**config.mk**
```make
export PLATFORM = sky130hd
export DESIGN_NAME = uart_rx_ctrl
export DESIGN_NICKNAME = d
export VERILOG_FILES = /design/src/rtl/uart_rx_pkg.sv /design/src/rtl/uart_edge_bit_counter.sv /design/src/rtl/uart_rx_ctrl.sv
export SDC_FILE = /design/constraint.sdc
export NUM_CORES = 1
export LEC_CHECK = 0
export ABC_AREA = 1
export CORE_MARGIN = 2
export CORE_UTILIZATION = 40
export DETAILED_ROUTE_END_ITERATION = 6
export MAX_ROUTING_LAYER = met4
export PLACE_DENSITY_LB_ADDON = 0.1
export SLEW_MARGIN = 20
export SYNTH_ARGS = -nofsm -noshare
export SYNTH_HDL_FRONTEND = slang
export SYNTH_SLANG_ARGS = --single-unit
```
**constraint.sdc**
```tcl
create_clock -name CLK -period 3.5 [get_ports CLK]
set_input_delay 1.05 -clock CLK [delete_from_list [all_inputs] [get_ports CLK]]
set_output_delay 1.05 -clock CLK [all_outputs]
set_load 0.1 [all_outputs]
```
**src/rtl/uart_rx_pkg.sv**
```systemverilog
// Shared constants for the UART receive path: FSM state codes, parity
// selectors, legal oversampling ratios and the tick-counter width.
package uart_rx_pkg;

    localparam int unsigned EDGE_W = 6;

    localparam logic [2:0] ST_IDLE   = 3'd0;
    localparam logic [2:0] ST_START  = 3'd1;
    localparam logic [2:0] ST_DATA   = 3'd2;
    localparam logic [2:0] ST_PARITY = 3'd3;
    localparam logic [2:0] ST_STOP   = 3'd4;

    localparam logic PAR_EVEN = 1'b0;
    localparam logic PAR_ODD  = 1'b1;

    localparam logic [EDGE_W-1:0] PRESC_8  = 6'd8;
    localparam logic [EDGE_W-1:0] PRESC_16 = 6'd16;
    localparam logic [EDGE_W-1:0] PRESC_32 = 6'd32;

    // Parity bit the transmitter should have sent for a word whose XOR is data_xor.
    function automatic logic expected_parity(input logic data_xor, input logic typ);
        return data_xor ^ (typ == PAR_ODD);
    endfunction

endpackage

```
**src/rtl/uart_edge_bit_counter.sv**
```systemverilog
// Per-bit tick counter: counts oversampling ticks within a bit and bits
// within a frame; held at zero whenever enable is low.
module uart_edge_bit_counter
    import uart_rx_pkg::*;
#(
    parameter int unsigned BIT_W = 4
) (
    input  logic              CLK,
    input  logic              RST,
    input  logic              enable,
    input  logic [EDGE_W-1:0] presc_q,
    output logic [EDGE_W-1:0] edge_count,
    output logic [BIT_W-1:0]  bit_count,
    output logic              bit_end
);

    // Depends only on registered state so the controller may use it to build enable.
    assign bit_end = (edge_count == presc_q - EDGE_W'(1));

    always_ff @(posedge CLK or negedge RST) begin
        if (!RST) begin
            edge_count <= '0;
            bit_count  <= '0;
        end else if (!enable) begin
            edge_count <= '0;
            bit_count  <= '0;
        end else if (bit_end) begin
            edge_count <= '0;
            bit_count  <= bit_count + BIT_W'(1);
        end else begin
            edge_count <= edge_count + EDGE_W'(1);
        end
    end

endmodule

```
**src/rtl/uart_rx_ctrl.sv**
```systemverilog
// UART receive controller: start detection, LSB-first deserialisation,
// parity/stop checking and one-cycle result strobes.
module uart_rx_ctrl
    import uart_rx_pkg::*;
#(
    parameter int unsigned DATA_WIDTH = 8
) (
    input  logic                  CLK,
    input  logic                  RST,
    input  logic                  RX_IN,
    input  logic [EDGE_W-1:0]     Prescale,
    input  logic                  PAR_EN,
    input  logic                  PAR_TYP,
    input  logic                  sampled_bit,
    output logic                  dat_samp_en,
    output logic [EDGE_W-1:0]     edge_count,
    output logic [DATA_WIDTH-1:0] P_DATA,
    output logic                  data_valid,
    output logic                  par_err,
    output logic                  stp_err
);

    localparam int unsigned BIT_W = $clog2(DATA_WIDTH + 4);

    logic [2:0]            state;
    logic [2:0]            state_next;
    logic [EDGE_W-1:0]     presc_q;
    logic                  par_en_q;
    logic                  par_typ_q;
    logic                  par_flag;
    logic [DATA_WIDTH-1:0] shift;
    logic [BIT_W-1:0]      bit_count;
    logic                  bit_end;
    logic                  cnt_enable;

    // Counter clears on the same edge the FSM leaves or enters IDLE, so it
    // reads zero for the whole IDLE stay and at cycle 0 of each frame.
    assign cnt_enable = (state != ST_IDLE) && (state_next != ST_IDLE);

    uart_edge_bit_counter #(
        .BIT_W(BIT_W)
    ) u_counter (
        .CLK        (CLK),
        .RST        (RST),
        .enable     (cnt_enable),
        .presc_q    (presc_q),
        .edge_count (edge_count),
        .bit_count  (bit_count),
        .bit_end    (bit_end)
    );

    always_comb begin
        state_next = state;
        case (state)
            ST_IDLE:   if (!RX_IN) state_next = ST_START;
            ST_START:  if (bit_end) state_next = sampled_bit ? ST_IDLE : ST_DATA;
            ST_DATA:   if (bit_end && (bit_count == BIT_W'(DATA_WIDTH)))
                           state_next = par_en_q ? ST_PARITY : ST_STOP;
            ST_PARITY: if (bit_end) state_next = ST_STOP;
            ST_STOP:   if (bit_end) state_next = ST_IDLE;
            default:   state_next = ST_IDLE;
        endcase
    end

    always_ff @(posedge CLK or negedge RST) begin
        if (!RST) begin
            state       <= ST_IDLE;
            presc_q     <= '0;
            par_en_q    <= 1'b0;
            par_typ_q   <= 1'b0;
            par_flag    <= 1'b0;
            shift       <= '0;
            dat_samp_en <= 1'b0;
            P_DATA      <= '0;
            data_valid  <= 1'b0;
            par_err     <= 1'b0;
            stp_err     <= 1'b0;
        end else begin
            state       <= state_next;
            dat_samp_en <= (state_next != ST_IDLE);
            data_valid  <= 1'b0;
            par_err     <= 1'b0;
            stp_err     <= 1'b0;
            case (state)
                ST_IDLE: begin
                    if (!RX_IN) begin
                        presc_q   <= Prescale;
                        par_en_q  <= PAR_EN;
                        par_typ_q <= PAR_TYP;
                        par_flag  <= 1'b0;
                    end
                end
                ST_DATA: begin
                    if (bit_end) shift <= {sampled_bit, shift[DATA_WIDTH-1:1]};
                end
                ST_PARITY: begin
                    if (bit_end) par_flag <= (sampled_bit != expected_parity(^shift, par_typ_q));
                end
                ST_STOP: begin
                    if (bit_end) begin
                        par_err <= par_flag;
                        stp_err <= !sampled_bit;
                        if (!par_flag && sampled_bit) begin
                            data_valid <= 1'b1;
                            P_DATA     <= shift;
                        end
                    end
                end
                default: ;
            endcase
        end
    end

endmodule

```
==> impl_metrics.ini, run 1 <==
[pwr]
ir_drop_mv = 0.365
leakagePower_nw = 1.26
power_mw = 1.89
power_density_mw_per_mm2 = 726

[timing]
hold_ws_ns = 0.493
setup-violations-final = 0
slew_headroom_pct = 36.1
fin_crit_ns = 2.27
finalHoldViolCount = 0
slew_viol_final = 0
clock_skew_ns = 0.00732
rsz0062_at_grt = no
max_clock_freq_ghz = 0.440
worst_slack_ns = 1.23
fin_crit_sh_pct = 65.0
totalNegativeSetupSlack_ns = 0
worstMarginPinSlew_ns = 0.958

[routing]
first_iter_violations = 80
routed_wl_mm = 4.30
wl_per_cell_um = 12.0
vias = 1646
avgViaCountPerCell = 4.57
dr.pass1.iters = 4
drcViolationCount = 0
ant_nets = 0

[setup_path]
crit_type = flop to flop
r2r_end = u_counter.bit_count[0]
critPathMaxStageDelay_ns = 0.39
cp.depth = 15
r2r_slack_ns = 1.23
crit_buf_inv = 2
crit_family = simple AND/OR/NAND/NOR gates
startpoint = presc_q[0]
rr_worst_depth = 15
path_max_fanout = 15
start_kind = flop
cp.arrival_ns = 2.47
slowest_stage = dfrtp_1
worst_setup_path_end_kind = flop
worstPathCellList = inv_2, ha_1, inv_1, nand2_1, nand3_2, nand2_2, nand2_2, nor2_4, nand3_4, o21ai_0, nand2_1, nor2_4, nand2_4, nand2_8, nor2_2
timing.rr.start = presc_q[0]
crit_required_ns = 3.70

[finish]
fill_cells = 526
diodes = 0
synthToLayoutAreaGrowth_pct = 18.3
final_util_pct = 49.9
layout-drive-gt1-share_pct = 22.1
nets = 305

[logic_synthesis]
synthFlopType = dfrtp_1
syn_avg_cell_area_um2 = 8.58
syn_inst = 256
yosys_warnings = 0
synth_common_cells = nand2_1 (64), dfrtp_1 (42), inv_1 (33)
synth-edff-count = 0
synth_area_leaders = dfrtp_1 (48%), nand2_1 (11%), inv_1 (5.6%)
ys_types = 29
synth_top_area_share_pct = 47.8
yosysMostFrequentCell = nand2_1
syn_area_mm2 = 0.00220
synthesis.nets = 272
synth-async-reset-ratio_pct = 100
yosysSeqAreaShare_pct = 47.8
ys_ff_latch = 42
yosysTopAreaCell = dfrtp_1

[placed_design]
gp_congestion = 0.819
dpl_worst_slack_ns = 1.03
place_hpwl_mm = 3.07
numPortBuffers = 29

[clock_tree]
htree_num_levels = 2
post_cts_buffers = 0
numClockSinks = 42
numCtsBuffers = 5
cts_hold_repair.buffers = 0
path_clk_slew_ns = 0.08
worst_skew_pair.late_latency_ns = 0.30
clk_path_buf_depth = 2
cts_root_buf = clkbuf_8
cts_tree = done
cts-resized-gates = 0

[floorplan]
die_w_um = 78.1
dieArea_mm2 = 0.00610
start_util_pct = 42.2
ios = 30
num_rows = 26
core_mm2 = 0.00520
fp.dieH_um = 78.1

[worst_hold_path]
hold_depth = 2
whs_endpoint = P_DATA[3]
worstHoldPathType = flop to flop
hold_start = P_DATA[3]

[grt]
grt_pass1_vias = 1526
grt_max_degree = 43
antenna_found_initial = 0
grt_pass1_wl_mm = 7.25
grt_overflow = 0
grtUsageTotal_pct = 15.7

[status]
status = completed

[run]
maxCapViolations = 0
[registers in the layout, summed over array words and instances, names as in the netlist]
name / cells
u_counter.bit_count: 4
par_flag: 1
stp_err: 1
par_en_q: 1
par_err: 1
shift: 8
P_DATA: 8
presc_q: 6
data_valid: 1
state: 3
par_typ_q: 1
dat_samp_en: 1
u_counter.edge_count: 6
[metrics by stage]
step	area [um2]	std cells
floorplan	2200	256
CTS	2600	360
global route	2600	360
finish	2600	360
detailed placement	2510	352
global placement	2510	352
[worst reg2reg max path, delay by kind of cell, from the launching register on]
family / cells / cell delay, ns
compound gates: 1 / 0.23
buf+inv: 2 / 0.19
flops: 1 / 0.39
simple gates: 11 / 1.12
fa+ha+maj: 1 / 0.23
[worst max-delay path by stage]
stage	endpoint	slack, ns
2_1_floorplan	u_counter.bit_count[0]	1.13
3_3_place_gp	u_counter.edge_count[1]	1.06
3_5_place_dp	u_counter.bit_count[0]	1.03
4_1_cts	u_counter.bit_count[0]	1.21
5_1_grt	u_counter.bit_count[2]	1.02
6_report	u_counter.bit_count[0]	1.23
[cell type report]
type	instances	area (um2)	share of cell area [%]
inverter	36	138	5.30
sequential	42	1050	40.4
timing repair buffer	30	248	9.53
clock buffer	5	68.8	2.65
clock inverter	3	21.3	0.818
multi-input combinational	174	985	37.9
tap	70	87.6	3.37
[cell families after synthesis]
family	synth area share, %
XOR/XNOR	6.66
AO/OA/AOI/OAI	6.32
buffers and inverters	7.35
AND/OR/NAND/NOR	29.6
adder cells (fa/ha/maj)	2.28
flip-flops	47.8
[routing by layer]
layer,vias up,part of all wire [%],GRT usage (%)
li1,862,-,-
met4,0,1.5,5.79
met5,-,0,-
met3,8,3.7,3.33
met1,752,53,22.7
met2,24,42,21.7
[where the power goes]
part / internal [mW] / leakage [nW] / switching (mW) / total [mW]
clock: 0.140 / 0.0441 / 0.176 / 0.316
sequential: 0.579 / 0.556 / 0.0972 / 0.676
combinational: 0.286 / 0.660 / 0.609 / 0.896
[cell usage in the layout, fill, tap and decap left out, types with 3 or more instances in the layout]
master and instances:
clkbuf_8 5, buf_4 19, o21ai_0 22, nand2_1 64
nand2_2 7, o21ai_1 3, nor2_2 14, nor2_1 11
nand3_2 3, dfrtp_1 42, xor2_1 7, ha_1 4
xnor2_1 6, clkdlybuf4s50_1 10, nor3_1 5, inv_1 33
nand3_1 13
Note: power is estimated with default switching activity, not from simulation.
==> run 2: changes to the inputs <==
==> constraint.sdc (replaced) <==
create_clock -name CLK -period 2.3 [get_ports CLK]
set_input_delay 0.69 -clock CLK [delete_from_list [all_inputs] [get_ports CLK]]
set_output_delay 0.69 -clock CLK [all_outputs]
set_load 0.1 [all_outputs]
==> run 2 against run 1 <==
Clock skew up 0.0014 ns. Non-clock buffer count up 7. Final cell count up 2.2%. Clock power up 84%. Sequential share of layout area down 2.1 points. Count of clock-buffer cells in the layout up 1. Utilization up 2.9 points. Global-route usage up 0.85 points. Sequential cell count unchanged. Highest routed layer unchanged.
==> impl_metrics.ini, run 2 (same netlist as run 1, synthesis figures left out) <==
[finish]
final_util_pct = 52.8
diodes = 0
top_regs = P_DATA: 8 flops, shift: 8 flops
layout_common_cells = nand2_1 (61), dfrtp_1 (40), inv_1 (33)
layout-drive-gt1-share_pct = 26.5
fin_area_mm2 = 0.00275
synthToLayoutAreaGrowth_pct = 25.1
final_common_cell = nand2_1
nets = 313

[placed_design]
numPortBuffers = 29
place_hpwl_mm = 3.18
gp_congestion = 0.853
dpl_worst_slack_ns = -0.00190
place_area_mm2 = 0.00254

[setup_path]
rr_worst_depth = 15
path_max_fanout = 7
crit_required_ns = 2.49
worst_setup_path_end_kind = flop
start_kind = flop
crit_type = flop to flop
cp.arrival_ns = 2.38

[timing]
worstMarginPinSlew_ns = 0.545
worst_slack_ns = 0.115
max_clock_freq_ghz = 0.458
fin_crit_ns = 2.19
slew_headroom_pct = 63.7
totalNegativeSetupSlack_ns = 0
fin_crit_sh_pct = 95.0
hold_ws_ns = 0.461
slew_viol_final = 0
clock_skew_ns = 0.00872
finalHoldViolCount = 0
setup-violations-final = 0

[floorplan]
num_rows = 26
die_w_um = 78.1
core_mm2 = 0.00520
dieArea_mm2 = 0.00610
start_util_pct = 42.2
ios = 30
fp.dieH_um = 78.1

[worst_hold_path]
worstHoldPathType = input port to asynchronous set/reset pin

[routing]
avgViaCountPerCell = 4.68
first_iter_violations = 117
dr.pass1.iters = 4
routed_wl_mm = 4.56
wl_per_cell_um = 12.4
drcViolationCount = 0
vias = 1721
ant_nets = 0

[clock_tree]
numCtsBuffers = 5
path_clk_slew_ns = 0.08
cts_tree = done
clk_path_buf_depth = 2
cts_root_buf = clkbuf_8
htree_num_levels = 2
numClockSinks = 42
worst_skew_pair.late_latency_ns = 0.30
cts_hold_repair.buffers = 0

[grt]
grt_overflow = 0
grt_pass1_wl_mm = 7.58
grt_max_degree = 43
grt_pass1_vias = 1534
grtUsageTotal_pct = 16.6
antenna_found_initial = 0

[status]
status = completed

[run]
maxCapViolations = 0

[pwr]
ir_drop_mv = 0.434
leakagePower_nw = 1.31
power_density_mw_per_mm2 = 1140
run 2: cell count changes in the layout (fill, tap and decap cells not counted), sizes merged:
cell    change
clkinv      -1
inv         -1
bufinv      +1
buf         +7
clkbuf      +1
nand2       +1
run 2: layout make-up:
type	instances	area, um2
clock inverters	2	37.5
repair buffers	37	329
inverters	36	140
flip-flops and latches	42	1050
multi-input cells	175	1030
clock buffers	6	72.6
well taps	70	87.6
fillers	491	2460
run 2: what timing repair did:
| action | 4_1_cts | 5_1_grt |
|---|---|---|
| pin swaps | 0 | 6 |
| endpoints found under the hold margin | 0 | 0 |
| resized for setup | 0 | 12 |
| setup buffers | 2 | 4 |
| gates cloned | 0 | 1 |
| endpoints found under the setup margin | 6 | 10 |
run 2: metrics by stage:
step,power [mW],cells
6_report,3.13,368
5_1_grt,3.36,368
4_1_cts,3.03,363
3_5_place_dp,2.42,353
3_3_place_gp,2.42,353
2_1_floorplan,2.14,256
run 2: worst paths after layout:
| path | startpoint | end | slack [ns] |
|---|---|---|---|
| setup / recovery | presc_q[0] | u_counter.bit_count[2] | 0.11 |
| hold / removal | RST | presc_q[4] | 0.46 |
| setup reg to reg | presc_q[0] | u_counter.bit_count[2] | 0.11 |
| hold reg to reg | P_DATA[0] | P_DATA[0] | 0.49 |
| max in group asynchronous | RST | u_counter.edge_count[4] | 1.44 |
| min in group CLK | P_DATA[0] | P_DATA[0] | 0.49 |
run 2: metal layers:
layer	vias to the layer above	global-route usage, %	share of wire, %
li1	879	-	-
met1	802	24.4	52
met2	35	22.2	42
met3	5	4.37	4.9
met4	0	5.26	1.1
met5	-	-	0
run 2: where the power goes:
| group | internal [mW] | switching [mW] | total (mW) |
|---|---|---|---|
| registers | 0.883 | 0.150 | 1.03 |
| clock network | 0.324 | 0.259 | 0.583 |
| logic | 0.528 | 0.984 | 1.51 |
run 2: critical path, cell delays in order (launching register included):
cell and delay, ns:
dfrtp_1 0.37, inv_2 0.07, ha_2 0.33, inv_1 0.04, nand2_1 0.06, nand2_1 0.06, nor2_2 0.14, nand2_2 0.08
nor2_4 0.12, nand3_4 0.15, o21ai_2 0.18, nand2_2 0.08, nor2_4 0.14, nand2_4 0.11, nand2_8 0.10, nor2_2 0.05
